File: src/rtl/rx_msg_receiver.sv
// TCPCI receive FSM: SOP* filtering, RX_BUF byte writes, GoodCRC request and ALERT/byte-count/frame-type reporting.
// Latency: every output is registered (1 cycle); no backpressure - PHY bytes are never stalled, overflow is flagged in ALERT.
module rx_msg_receiver #(
  parameter int DATA_W       = 8,
  parameter int ADDR_W       = 5,
  parameter int MAX_BYTES    = 30,
  parameter int GCRC_TIMEOUT = 16,
  parameter int ALERT_W      = 16
) (
  input  logic               CLK,
  input  logic               reset,
  input  logic               Start,
  input  logic [2:0]         iSOP_TYPE,
  input  logic [7:0]         iRECEIVE_DETECT,
  input  logic [ALERT_W-1:0] iALERT,
  input  logic               Data_Valid,
  input  logic [DATA_W-1:0]  Data_In,
  input  logic               End,
  input  logic               CRC_Err,
  input  logic               Tx_State_Machine_ACTIVE,
  input  logic               Unexpected_GoodCRC,
  input  logic               CC_Busy,
  input  logic               CC_IDLE,
  output logic [ALERT_W-1:0] oALERT,
  output logic [7:0]         oRECEIVE_BYTE_COUNT,
  output logic [7:0]         oRX_BUF_FRAME_TYPE,
  output logic               oGoodCRC_to_PHY,
  output logic [ADDR_W-1:0]  oDIR_WRITE,
  output logic [DATA_W-1:0]  oDATA_to_Buffer,
  output logic               oWRITE_EN,
  output logic               oBusy
);

  localparam int CNT_W = ADDR_W + 1;
  localparam int TMO_W = $clog2(GCRC_TIMEOUT + 1);
  localparam logic [CNT_W-1:0] MAX_CNT  = CNT_W'(MAX_BYTES);
  localparam logic [TMO_W-1:0] TMO_LOAD = TMO_W'(GCRC_TIMEOUT);
  localparam logic [TMO_W-1:0] TMO_ONE  = TMO_W'(1);

  localparam logic [2:0] S_IDLE       = 3'd0;
  localparam logic [2:0] S_RECEIVE    = 3'd1;
  localparam logic [2:0] S_DISCARD    = 3'd2;
  localparam logic [2:0] S_GOODCRC    = 3'd3;
  localparam logic [2:0] S_REPORT     = 3'd4;
  localparam logic [2:0] S_HARD_RESET = 3'd5;

  logic [2:0]         state, nxt_state;
  logic [CNT_W-1:0]   count, nxt_count;
  logic [2:0]         sop_type, nxt_type;
  logic [TMO_W-1:0]   tmo, nxt_tmo;
  logic               wr_en, gcrc, rpt;
  logic [ALERT_W-1:0] set_mask;
  logic               sop_en, start_live;

  assign sop_en     = iRECEIVE_DETECT[iSOP_TYPE] && (iSOP_TYPE != 3'd7);
  // Start restarts the decode from any state that can accept a new SOP; REPORT/HARD_RESET always finish first.
  assign start_live = Start && ((state == S_IDLE) || (state == S_RECEIVE) ||
                                (state == S_GOODCRC) || (state == S_DISCARD));

  always_comb begin
    nxt_state = state;
    nxt_count = count;
    nxt_type  = sop_type;
    nxt_tmo   = tmo;
    wr_en     = 1'b0;
    gcrc      = 1'b0;
    rpt       = 1'b0;
    set_mask  = '0;
    if (start_live) begin
      nxt_state = S_IDLE;
      if (sop_en) begin
        if (iSOP_TYPE == 3'd5) begin
          nxt_state = S_HARD_RESET;
        end else if (iALERT[2]) begin
          nxt_state   = S_DISCARD;
          set_mask[10] = 1'b1;
        end else begin
          nxt_state = S_RECEIVE;
          nxt_type  = iSOP_TYPE;
          nxt_count = '0;
        end
      end
    end else begin
      case (state)
        S_RECEIVE: begin
          if (Data_Valid && (count >= MAX_CNT)) begin
            set_mask[10] = 1'b1;
            nxt_state    = S_DISCARD;
          end else begin
            if (Data_Valid) begin
              wr_en     = 1'b1;
              nxt_count = count + 1'b1;
            end
            if (End) begin
              if (CRC_Err || (Unexpected_GoodCRC && !Tx_State_Machine_ACTIVE)) begin
                nxt_state = S_IDLE;
              end else begin
                nxt_state = S_GOODCRC;
                nxt_tmo   = TMO_LOAD;
              end
            end
          end
        end
        S_GOODCRC: begin
          if (CC_IDLE && !CC_Busy) begin
            gcrc      = 1'b1;
            nxt_state = S_REPORT;
          end else if (tmo <= TMO_ONE) begin
            nxt_tmo   = '0;
            nxt_state = S_IDLE;
          end else begin
            nxt_tmo = tmo - 1'b1;
          end
        end
        S_REPORT: begin
          rpt         = 1'b1;
          set_mask[2] = 1'b1;
          nxt_state   = S_IDLE;
        end
        S_HARD_RESET: begin
          set_mask[3] = 1'b1;
          nxt_count   = '0;
          nxt_state   = S_IDLE;
        end
        S_DISCARD: begin
          if (End) nxt_state = S_IDLE;
        end
        default: nxt_state = S_IDLE;
      endcase
    end
  end

  always_ff @(posedge CLK or posedge reset) begin
    if (reset) begin
      state               <= S_IDLE;
      count               <= '0;
      sop_type            <= '0;
      tmo                 <= '0;
      oALERT              <= '0;
      oRECEIVE_BYTE_COUNT <= '0;
      oRX_BUF_FRAME_TYPE  <= '0;
      oGoodCRC_to_PHY     <= 1'b0;
      oDIR_WRITE          <= '0;
      oDATA_to_Buffer     <= '0;
      oWRITE_EN           <= 1'b0;
      oBusy               <= 1'b0;
    end else begin
      state           <= nxt_state;
      count           <= nxt_count;
      sop_type        <= nxt_type;
      tmo             <= nxt_tmo;
      oALERT          <= iALERT | set_mask;
      oGoodCRC_to_PHY <= gcrc;
      oWRITE_EN       <= wr_en;
      oBusy           <= (nxt_state != S_IDLE);
      if (wr_en) begin
        oDIR_WRITE      <= count[ADDR_W-1:0];
        oDATA_to_Buffer <= Data_In;
      end
      if (rpt) begin
        oRECEIVE_BYTE_COUNT <= 8'(count);
        oRX_BUF_FRAME_TYPE  <= {5'b0, sop_type};
      end
    end
  end

endmodule

File: config.mk
export PLATFORM = sky130hd
export DESIGN_NAME = rx_msg_receiver
export DESIGN_NICKNAME = d
export VERILOG_FILES = /design/src/rtl/rx_msg_receiver.sv
export SDC_FILE = /design/constraint.sdc
export NUM_CORES = 1
export LEC_CHECK = 0
export CORE_ASPECT_RATIO = 1.2
export CORE_MARGIN = 2
export CORE_UTILIZATION = 44
export DETAILED_ROUTE_END_ITERATION = 10
export GPL_ROUTABILITY_DRIVEN = 0
export PLACE_DENSITY = 0.78
export SLEW_MARGIN = 20
export SYNTH_ARGS = -nofsm -noshare
export SYNTH_HDL_FRONTEND = slang
export SYNTH_SLANG_ARGS = --single-unit
File: constraint.sdc
create_clock -name CLK -period 2.25 [get_ports CLK]
set_input_delay 0.45 -clock CLK [delete_from_list [all_inputs] [get_ports CLK]]
set_output_delay 0.45 -clock CLK [all_outputs]
set_load 0.02 [all_outputs]
==> summary.txt <==
CTS
  • Number of H-tree levels: 3
  • Clk Latency, worst-skew pair: approximately 0.32 ns
  • Root buffer cell: clkbuf_8
  • Postcts setup bufs: 0
  • CTS tree: yes
  • Clk buf depth: 2
  • CTS Buf Count: 9
  • Post-CTS sizing: 0
  • Reg clk slew, reported paths: 0.06 ns
  • Hold_buf cts: 0
  • CTS sink count: 58

Yosys
  • #FFs+latches synth: 58
  • Top cells by area, synth: dfrtp_1, nand2_1, mux2_2
  • Largest area contributor in the netlist: dfrtp_1
  • Ys flop type: dfrtp_1
  • Adder-cell area share of the yosys netlist: 0.0202
  • Most common cell in the netlist: dfrtp_1
  • Post-synth EDFFs: 0
  • Post-synthesis instance area: around 2500 um2
  • Post-synthesis mux area share: 0.0673
  • Seq/Total Area, Yosys: 0.587
  • Share of the synthesized area in the top cell type: 0.587
  • Most common library cells after synthesis: dfrtp_1, nand2_1, inv_1
  • Synth Area in Compound Gates: 0.114
  • Synth Area in Simple Gates: 0.157
  • YS warnings: 0
  • Number of distinct library cells after synthesis: between 40 and 50
  • Syn Area/Cell: 11.3 um2
  • XOR/XNOR share of the synthesized area: 0.00354
  • Largest family of logic cells by synthesized area: simple AND/OR/NAND/NOR gates
  • Async SR Flop Fraction: 1.00
  • Post-Syn Instances: around 220

Power
  • Worst VDD drop: 441 uV
  • P_leak: about 0.0016 uW
  • Pwr dens: 802 nW/um2

STA
  • Worst Tran Pin Value: 0.502 ns
  • Worst setup margin: about 0.23 ns
  • Final worst path period share: 0.899
  • Tmin final: about 2.0 ns
  • Fin. max-slew vios: 0
  • Worst rel slew slack: 0.664
  • Final hold slack: between 0.4 and 0.5 ns
  • Final setup fails: 0
  • Hold Vio Cnt, Final: 0
  • Clock skew: 0.00772 ns
  • RSZ-0062 raised after global routing: no
  • Fmax: roughly 500 MHz

GRT
  • Total gr overflow: 0
  • Largest net degree at the start of global routing: 33
  • Tot GR Track Use: 0.188
  • Initial antenna violation count: 0
  • Vias in the first global route: 2003
  • Global-route wire length before repair: 9030 um

Setup path
  • Worst setup path class: input pin to flop
  • Startpoint Class: input pin
  • Worst EP arrival: 2.20 ns
  • CP required: between 2 and 2.5 ns
  • Critical path fanouts, max: 6
  • Critical Path End Type: flop

Floorplan
  • Total core area: 5370 um2
  • Initial core utilization: 0.460
  • FP Rows: 29
  • # IOs: 93
  • Die height: 86.1 um
  • Die area: 6240 um2
  • Overall die width: around 72 um

Routing
  • DRT Wirelength: 5260 um
  • DR iter-0 viols: 139
  • Vias/cell: 5.06
  • Wire per inst: 13.6 um
  • DR DRC count: 0
  • 1st-pass router iterations: 4
  • Via count: ~2000
  • Post-DRT Antenna Nets: 0

Layout
  • Final Util: 0.673
  • Final instance area: ~3600 um2
  • Layout area overhead: 46.2%
  • Diodes inserted: 0
  • Fin nets: 369
  • Layout cells sized above 1: 0.145

Place
  • Area after DPL: 3420 um2
  • Placement Setup Slack: -0.123 ns
  • Final HPWL DP: 4010 um
  • IO buf count: 84

Status
  • Status: finished clean

Run
  • Max-cap violations: 0

Worst hold path
  • Worst hold path class: flop to flop
power breakdown:
group / switching, uW / total (uW) / internal [uW]
combinational: 341 / 714 / 372
clock: 379 / 912 / 533
sequential: 84.0 / 1270 / 1190
total: 805 / 2900 / 2090
placed cells by master (no fill, tap or decap), drive strengths merged, types with 2 or more instances in the layout:
cell	count
mux2i	2
or2	2
clkdlybuf4s50	84
nand3b	3
mux2	12
ha	4
a31oi	3
o211ai	3
nor3	5
clkinv	2
conb	7
dfrtp	58
nor2b	3
o31ai	3
nand3	3
o22ai	2
nand2b	3
inv	13
o21ai	11
nor4b	3
clkbuf	12
nand2	43
a21oi	5
buf	11
nor2	8
stage by stage:
stage	std cells	power (uW)	TNS [ns]
after floorplan	225	1650	0
after global placement	371	1990	-0.382
after detailed placement	371	2010	-0.740
after CTS	386	2930	0
after global routing	386	3050	0
final	386	2900	0
logic make-up after synthesis:
logic type      count (synthesis)
mux                            14
simple gates                   79
compound gates                 38
flops                          58
xor+xnor                        1
other cells                     1
fa+ha+maj                       4
buf+inv                        24
final timing paths:
kind / slack, ns / end / cells after the start / startpoint
max in group asynchronous: 1.42 / count[3] / 3 / reset
min reg2reg: 0.47 / oDATA_to_Buffer[4] / 2 / oDATA_to_Buffer[4]
min in group asynchronous: 0.51 / oALERT[5] / 3 / reset
max reg2reg: 0.30 / tmo[3] / 6 / count[1]
max: 0.23 / count[1] / 7 / iSOP_TYPE[1]
min: 0.47 / oDATA_to_Buffer[4] / 2 / oDATA_to_Buffer[4]
flip-flops by register name (all words and copies together), names as in the netlist:
name,flops
oALERT,16
sop_type,3
tmo,5
oRECEIVE_BYTE_COUNT,6
state,3
oRX_BUF_FRAME_TYPE,3
oGoodCRC_to_PHY,1
oWRITE_EN,1
oDATA_to_Buffer,8
oDIR_WRITE,5
count,6
oBusy,1
routing by layer:
layer,track usage,routed length [um]
met5,0,0
met4,0.0758,41
met3,0.0494,313
met2,0.324,2760
met1,0.222,2140
final cells by class:
class	instances	area (um2)
Clock inverter	3	40.0
Inverter	13	48.8
Tap cell	62	77.6
Multi-Input combinational cell	143	928
Timing Repair Buffer	95	923
Sequential cell	58	1450
Clock buffer	12	145
Fill cell	448	1760
worst max-delay path, stage by stage:
cell,delay (ns)
clkdlybuf4s50_1,0.49
buf_4,0.18
mux2i_1,0.10
o21ai_0,0.26
nand2_1,0.11
o211ai_1,0.44
o22ai_1,0.16
Power figures use the tool's default switching activity.
